File: config.mk
export PLATFORM = sky130hd
export DESIGN_NAME = mem_arbiter
export DESIGN_NICKNAME = d
export VERILOG_FILES = /design/src/rtl/mem_arb_pkg.sv /design/src/rtl/mem_arbiter.sv
export SDC_FILE = /design/constraint.sdc
export NUM_CORES = 1
export LEC_CHECK = 0
export CAP_MARGIN = 20
export CORE_ASPECT_RATIO = 1.75
export CORE_MARGIN = 4
export CORE_UTILIZATION = 39
export CTS_CLUSTER_SIZE = 10
export DETAILED_ROUTE_END_ITERATION = 12
export PLACE_DENSITY = 0.81
export SLEW_MARGIN = 5
export SYNTH_ARGS = -nofsm -noshare
export SYNTH_HDL_FRONTEND = slang
export SYNTH_SLANG_ARGS = --single-unit
export TNS_END_PERCENT = 10
File: constraint.sdc
create_clock -name clk -period 2.3 [get_ports clk]
set_clock_uncertainty 0.15 [all_clocks]
set_input_delay 0.46 -clock clk [delete_from_list [all_inputs] [get_ports clk]]
set_output_delay 0.46 -clock clk [all_outputs]
set_load 0.01 [all_outputs]
File: src/rtl/mem_arb_pkg.sv
// mem_arb_pkg: definitions shared by the memory arbiter and its bench.
//   arb_state_e  : 2-bit FSM encoding (IDLE=0, ACCESS=1, RESP=2)
//   ADDR_W_DEF   : default memory word-address width
//   DATA_W_DEF   : default data width
//   CNT_W        : latency counter width (covers MEM_LAT up to 15)
//   data_wins()  : round-robin winner selection between the two ports
package mem_arb_pkg;

    typedef enum logic [1:0] {
        ST_IDLE   = 2'd0,
        ST_ACCESS = 2'd1,
        ST_RESP   = 2'd2
    } arb_state_e;

    localparam int ADDR_W_DEF = 16;
    localparam int DATA_W_DEF = 32;
    localparam int CNT_W      = 4;

    // Returns 1 when the data port wins. A lone requester always wins; on a
    // tie the port that was not granted last time wins.
    function automatic logic data_wins(input logic i_req,
                                       input logic d_req,
                                       input logic last_was_d);
        return d_req && (!i_req || !last_was_d);
    endfunction

endpackage

File: src/rtl/mem_arbiter.sv
// mem_arbiter: round-robin arbiter sharing one single-port memory between an
// instruction-fetch port (read only) and a data port (read/write).
//
// Ports:
//   clk, reset                          clock, async active-low reset
//   i_req, i_addr                       fetch request / address
//   i_ack, i_rdata                      fetch completion pulse / read data
//   d_req, d_we, d_addr, d_wdata        data request / write enable / address / write data
//   d_ack, d_rdata                      data completion pulse / read data
//   mem_en, mem_we, mem_addr, mem_wdata memory command
//   mem_rdata                           memory read data (valid MEM_LAT cycles after mem_en rises)
//   busy, owner_d                       access in progress / owner (1 = data port)
//   state_dbg                           current FSM state, for observation only
//
// Handshake: a requester raises req with stable operands and holds them until
// its ack pulse. Requests are sampled only in IDLE; anything raised while busy
// waits. Once granted, the access always completes (dropping req does not
// abort it). An ack is a single-cycle pulse and read data is valid only in
// that cycle. Timeline: sampled at t, ACCESS t+1..t+MEM_LAT, ack at
// t+MEM_LAT+1, back in IDLE at t+MEM_LAT+2.
//
// MEM_LAT must be in 1..15 so that MEM_LAT-1 fits the 4-bit counter.
module mem_arbiter
    import mem_arb_pkg::*;
#(
    parameter int ADDR_W  = ADDR_W_DEF,
    parameter int DATA_W  = DATA_W_DEF,
    parameter int MEM_LAT = 2
) (
    input  logic              clk,
    input  logic              reset,
    input  logic              i_req,
    input  logic [ADDR_W-1:0] i_addr,
    output logic              i_ack,
    output logic [DATA_W-1:0] i_rdata,
    input  logic              d_req,
    input  logic              d_we,
    input  logic [ADDR_W-1:0] d_addr,
    input  logic [DATA_W-1:0] d_wdata,
    output logic              d_ack,
    output logic [DATA_W-1:0] d_rdata,
    output logic              mem_en,
    output logic              mem_we,
    output logic [ADDR_W-1:0] mem_addr,
    output logic [DATA_W-1:0] mem_wdata,
    input  logic [DATA_W-1:0] mem_rdata,
    output logic              busy,
    output logic              owner_d,
    output arb_state_e        state_dbg
);

    arb_state_e        state_q;
    logic [CNT_W-1:0]  cnt_q;
    logic [DATA_W-1:0] rdata_q;
    logic [ADDR_W-1:0] addr_q;
    logic [DATA_W-1:0] wdata_q;
    logic              we_q;
    logic              owner_q;
    logic              last_d_q;   // 1 when the most recent grant went to the data port
    logic              win_d;

    assign win_d = data_wins(i_req, d_req, last_d_q);

    always_ff @(posedge clk or negedge reset) begin
        if (!reset) begin
            state_q  <= ST_IDLE;
            cnt_q    <= '0;
            rdata_q  <= '0;
            addr_q   <= '0;
            wdata_q  <= '0;
            we_q     <= 1'b0;
            owner_q  <= 1'b0;
            last_d_q <= 1'b1;   // fetch wins the first tie after reset
        end else begin
            case (state_q)
                ST_IDLE: begin
                    if (i_req || d_req) begin
                        owner_q  <= win_d;
                        last_d_q <= win_d;
                        if (win_d) begin
                            addr_q  <= d_addr;
                            wdata_q <= d_wdata;
                            we_q    <= d_we;
                        end else begin
                            addr_q  <= i_addr;
                            wdata_q <= '0;
                            we_q    <= 1'b0;
                        end
                        cnt_q   <= CNT_W'(MEM_LAT - 1);
                        state_q <= ST_ACCESS;
                    end
                end
                ST_ACCESS: begin
                    if (cnt_q == '0) begin
                        // Writes leave rdata_q untouched so the last read survives.
                        if (!we_q) begin
                            rdata_q <= mem_rdata;
                        end
                        state_q <= ST_RESP;
                    end else begin
                        cnt_q <= cnt_q - CNT_W'(1);
                    end
                end
                ST_RESP: begin
                    state_q <= ST_IDLE;
                end
                default: begin
                    state_q <= ST_IDLE;
                end
            endcase
        end
    end

    // Outputs decode directly from registers, so reset clears them at once.
    assign mem_en    = (state_q == ST_ACCESS);
    assign mem_we    = (state_q == ST_ACCESS) && we_q;
    assign mem_addr  = addr_q;
    assign mem_wdata = wdata_q;
    assign busy      = (state_q != ST_IDLE);
    assign owner_d   = owner_q;
    assign i_ack     = (state_q == ST_RESP) && !owner_q;
    assign d_ack     = (state_q == ST_RESP) && owner_q;
    assign i_rdata   = rdata_q;
    assign d_rdata   = rdata_q;
    assign state_dbg = state_q;

endmodule

# Word-level counts from Yosys, hierarchy flattened
# Index checks and enable logic that the tools add are counted.
# totals
reg_bits	89
wordCells	41
mem_count	0
latch_bits	0
mem_bits_rw	0
rom_bits	0
# classes
shifts	0
mul	0
addsub	1
bitwise	1
div_mod_pow	0
magnitude_cmp	0
reduce_logical	17
mux	9
eq_ne	5
# op_table
cell	count
2-to-1 mux 32 bit	1
2-to-1 mux 16 bit	1
2-to-1 mux 4 bit	2
case mux 4 bit (2 select lines)	1
AND reduction 3 bit	2
logical AND 1 bit	4
zero test 4 bit	1
2-to-1 mux 2 bit	2
inequality test 2 bit, second input constant	2
case mux 2 bit (2 select lines)	1
AND reduction 2 bit	2
nonzero test 2 bit	2
subtractor 4 x 1 -> 4 bit, second input constant	1
zero test 1 bit	3
equality test 2 x 1 -> 1 bit, second input constant	1
equality test 2 bit, second input constant	1
zero test 2 bit	1
logical OR 1 bit	2
inequality test 2 x 1 -> 1 bit, second input constant	1
2-to-1 mux 1 bit	1
NOT 1 bit	1

# Depth between registers and ports, before layout
# logic_depth
ltp_word	4
mapped_depth	7

# Worst setup path before layout
# OpenSTA, ideal clock, no wires.
# synth_timing
kind	reg-to-reg
startpoint	register cnt_q[0]
endpoint	register rdata_q[10] (netlist: d_rdata[10])
required_time_ps	2025
period_less_slack_ps	2114
t_arrival_ps	1839
path_slack_ps	186
path_buffers	2
stages_incl_launch_ff	8
path_cell_list	dfrtp_1 -> inv_1 -> ha_1 -> or2b_1 -> or4_4 -> buf_6 -> buf_12 -> mux2_4
# synth_between
elab_chain_len	2
# synth_rtl
item	line	text
from (decl)	mem_arbiter.sv:53	logic [CNT_W-1:0] cnt_q;
from (signal assigned)	mem_arbiter.sv:89	cnt_q <= CNT_W'(MEM_LAT - 1);
from (signal assigned)	mem_arbiter.sv:101	cnt_q <= cnt_q - CNT_W'(1);
zero test 4 bit	mem_arbiter.sv:94	if (cnt_q == '0) begin
AND reduction 3 bit (no source line)	n/a	
to (signal assigned)	mem_arbiter.sv:97	rdata_q <= mem_rdata;
to (decl)	mem_arbiter.sv:54	logic [DATA_W-1:0] rdata_q;
# No other way between the ends.
# A chain may end at the register's enable or synchronous reset.

# Worst setup path after layout
# layout_timing
startpoint	register cnt_q[0]
endpoint	register rdata_q[4] (netlist: d_rdata[4])
# The elaborated chain is that of the path after synthesis.

==> metrics.csv <==
metric,value,unit
syn2layout_area_growth,61.5,%
row_count,48,
r2r_start,cnt_q[0],
fin_setup_tns,0,ns
start_util,0.398,
place_congestion,0.804,
violations,negative hold slack,
num-nets-final,599,
rsz0062_at_grt,no,
cts_tree,done,
antenna_found_initial,0,
final_common_cell,clkdlybuf4s50_1,
final_core_util,0.643,
crit_path_max_incr_delay,0.44,ns
hp-class,in2async,
syn-num-nets,409,
worstMarginPinSlew,0.611,ns
holdBufCountCts,0,
final_cell_mix,"218 x clkdlybuf4s50_1, 86 x dfrtp_1, 34 x nand2_1, 33 x a22o_1, 30 x mux2_4",
leakage,0.00280,uW
synth_top_area_cell,dfrtp_1,
ys_types,35,
route.detailed.drc,0,
finalHoldWorstSlack,-0.00199,ns
clkTransAtPathRegs,0.06,ns
final-hold-violation-count,1,
top_layer,met4,
drt_first_iter_violations,87,
synthFlopType,dfrtp_1,
ys_seq_area_frac,0.568,
r2r_cells,6,
syn_inst,306,
die_h,141,um
critical_path_class,reg2reg,
htree_num_levels,3,
cts_made_buffers,9,
setup_violations,0,
instances_no_fill,626,
grt_max_degree,45,
insertedDiodeCount,0,
dr.pass1.iters,6,
critPathMaxFanout,32,
postRouteAntennaNets,0,
yosys_register_bits,89,
powerDensity,1410,nW/um^2
grt.total_usage,0.184,
grt_pass1_vias,3301,
met1_length,4.05,mm
clk_latency,0.32,ns
met2_length,5.69,mm
place_hpwl,8.44,mm
cts.sinks,89,
drive_gt1_frac,0.138,
synthTopCellsByArea,"dfrtp_1 56%, mux2_4 11%, a22o_1 7.4%",
maxSlewViolCount,0,
netlist_area,3920,sq um
max_freq,450,MHz
rr_endpoint,d_rdata[4],
yosys_warnings,0,
io_buffers,220,
ir_worst_vdd,0.898,mV
fp.coreArea,9850,sq um
endpoint_kind,flip-flop,
wl_met3,1.05,mm
status,"finished, violations left",
cts-root-buf,clkbuf_16,
async_flop_share,1.00,
die_w,83.8,um
path_cells,inv_1 -> ha_1 -> or2b_1 -> or4_4 -> buf_12 -> mux2_4,
cp-start-kind,flip-flop,
wl_per_cell,17.7,um
cp_slowest_cell,or4_4,
r2r_slack,0.08,ns
clk_path_buf_depth,2,
grt_pass1_wl,17.2,mm
syn_avg_cell_area,12.8,sq um
slew_headroom,0.593,
drt_wl_total,11.1,mm
synth_top_area_frac,0.562,
period_needed,2.22,ns
vias_per_cell,4.98,
maxCapViolCount,0,
io_pins,221,
die_area,11800,sq um
cp_data_arrival_time,2.28,ns
vias,3119,
gr-total-overflow,0,
cp.required,2.36,ns
synth-edff-count,0,
fin_crit_sh,0.966,
dp_cells,610,
[layout make-up]
cell class / count / area [sq um]
inverter: 5 / 18.8
clock buffer: 11 / 243
tap: 125 / 156
multi-input combinational: 161 / 1310
clock inverter: 5 / 55.1
timing repair buffer: 230 / 2320
fill: 753 / 3520
sequential: 89 / 2230
[what timing repair did]
action	in CTS	in global routing
setup buffers	0	0
gates resized for setup	3	1
setup endpoints to repair	1	1
pin swaps	0	0
[power by group]
group / leakage [uW] / total [uW] / internal (uW) / switching, uW
registers: 0.00108 / 2840 / 2300 / 534
clock network: 0.000142 / 1430 / 867 / 562
logic: 0.00158 / 4640 / 2830 / 1800
total: 0.00280 / 8900 / 6000 / 2900
[flip-flops by register name, summed over array words and instances (netlist names)]
register and count:
cnt_q 4, owner_d 1, d_rdata 32, mem_addr 16, state_dbg 2, we_q 1, mem_wdata 32, last_d_q 1
[critical path: cells and delay by family (launching register included)]
family,cells,cell delay [ns]
adder cells (fa/ha/maj),1,0.18
buffers and inverters,2,0.32
flip-flops,1,0.41
multiplexers,1,0.32
AND/OR/NAND/NOR,2,0.72
[through the flow]
stage / power (uW) / setup slack, ns / instance area (sq um)
3_5_place_dp: 7550 / 0.0309 / 6030
5_1_grt: 9400 / 0.0213 / 6330
3_3_place_gp: 7390 / 0.127 / 6030
2_1_floorplan: 5310 / 0.186 / 3920
4_1_cts: 9020 / 0.0418 / 6330
6_report: 8900 / 0.0778 / 6330
[Yosys cell counts (3+ instances only)]
cell type / number
a21o_1: 3
a21oi_1: 18
a22o_1: 33
a31oi_1: 16
buf_12: 3
buf_2: 3
buf_4: 32
clkbuf_1: 12
dfrtp_1: 88
inv_1: 5
mux2_4: 30
nand2_1: 34
[worst max-delay path by stage]
stage	to	depth (start not counted)	from	slack [ns]
after global routing	d_rdata[18]	6	cnt_q[0]	0.02
after global placement	mem_addr[8]	4	i_req	0.13
after CTS	i_ack	2	state_dbg[0]	0.04
after detailed placement	mem_addr[12]	4	d_req	0.03
final	d_rdata[4]	6	cnt_q[0]	0.08
after floorplan	d_rdata[10]	7	cnt_q[0]	0.19
[routing by layer]
metal | vias to the layer above | global-route usage
li1 | 1431 | -
met1 | 1494 | 0.199
met2 | 172 | 0.326
met3 | 22 | 0.0632
met4 | 0 | 0.0729
met5 | - | 0
[logic make-up after synthesis]
kind of cell | after synthesis | share of synthesized area
AO/OA/AOI/OAI | 76 | 0.139
adder cells (fa/ha/maj) | 2 | 0.00638
buffers and inverters | 56 | 0.0996
flip-flops | 89 | 0.568
multiplexers | 34 | 0.126
AND/OR/NAND/NOR | 49 | 0.0606
Power figures use the tool's default switching activity.
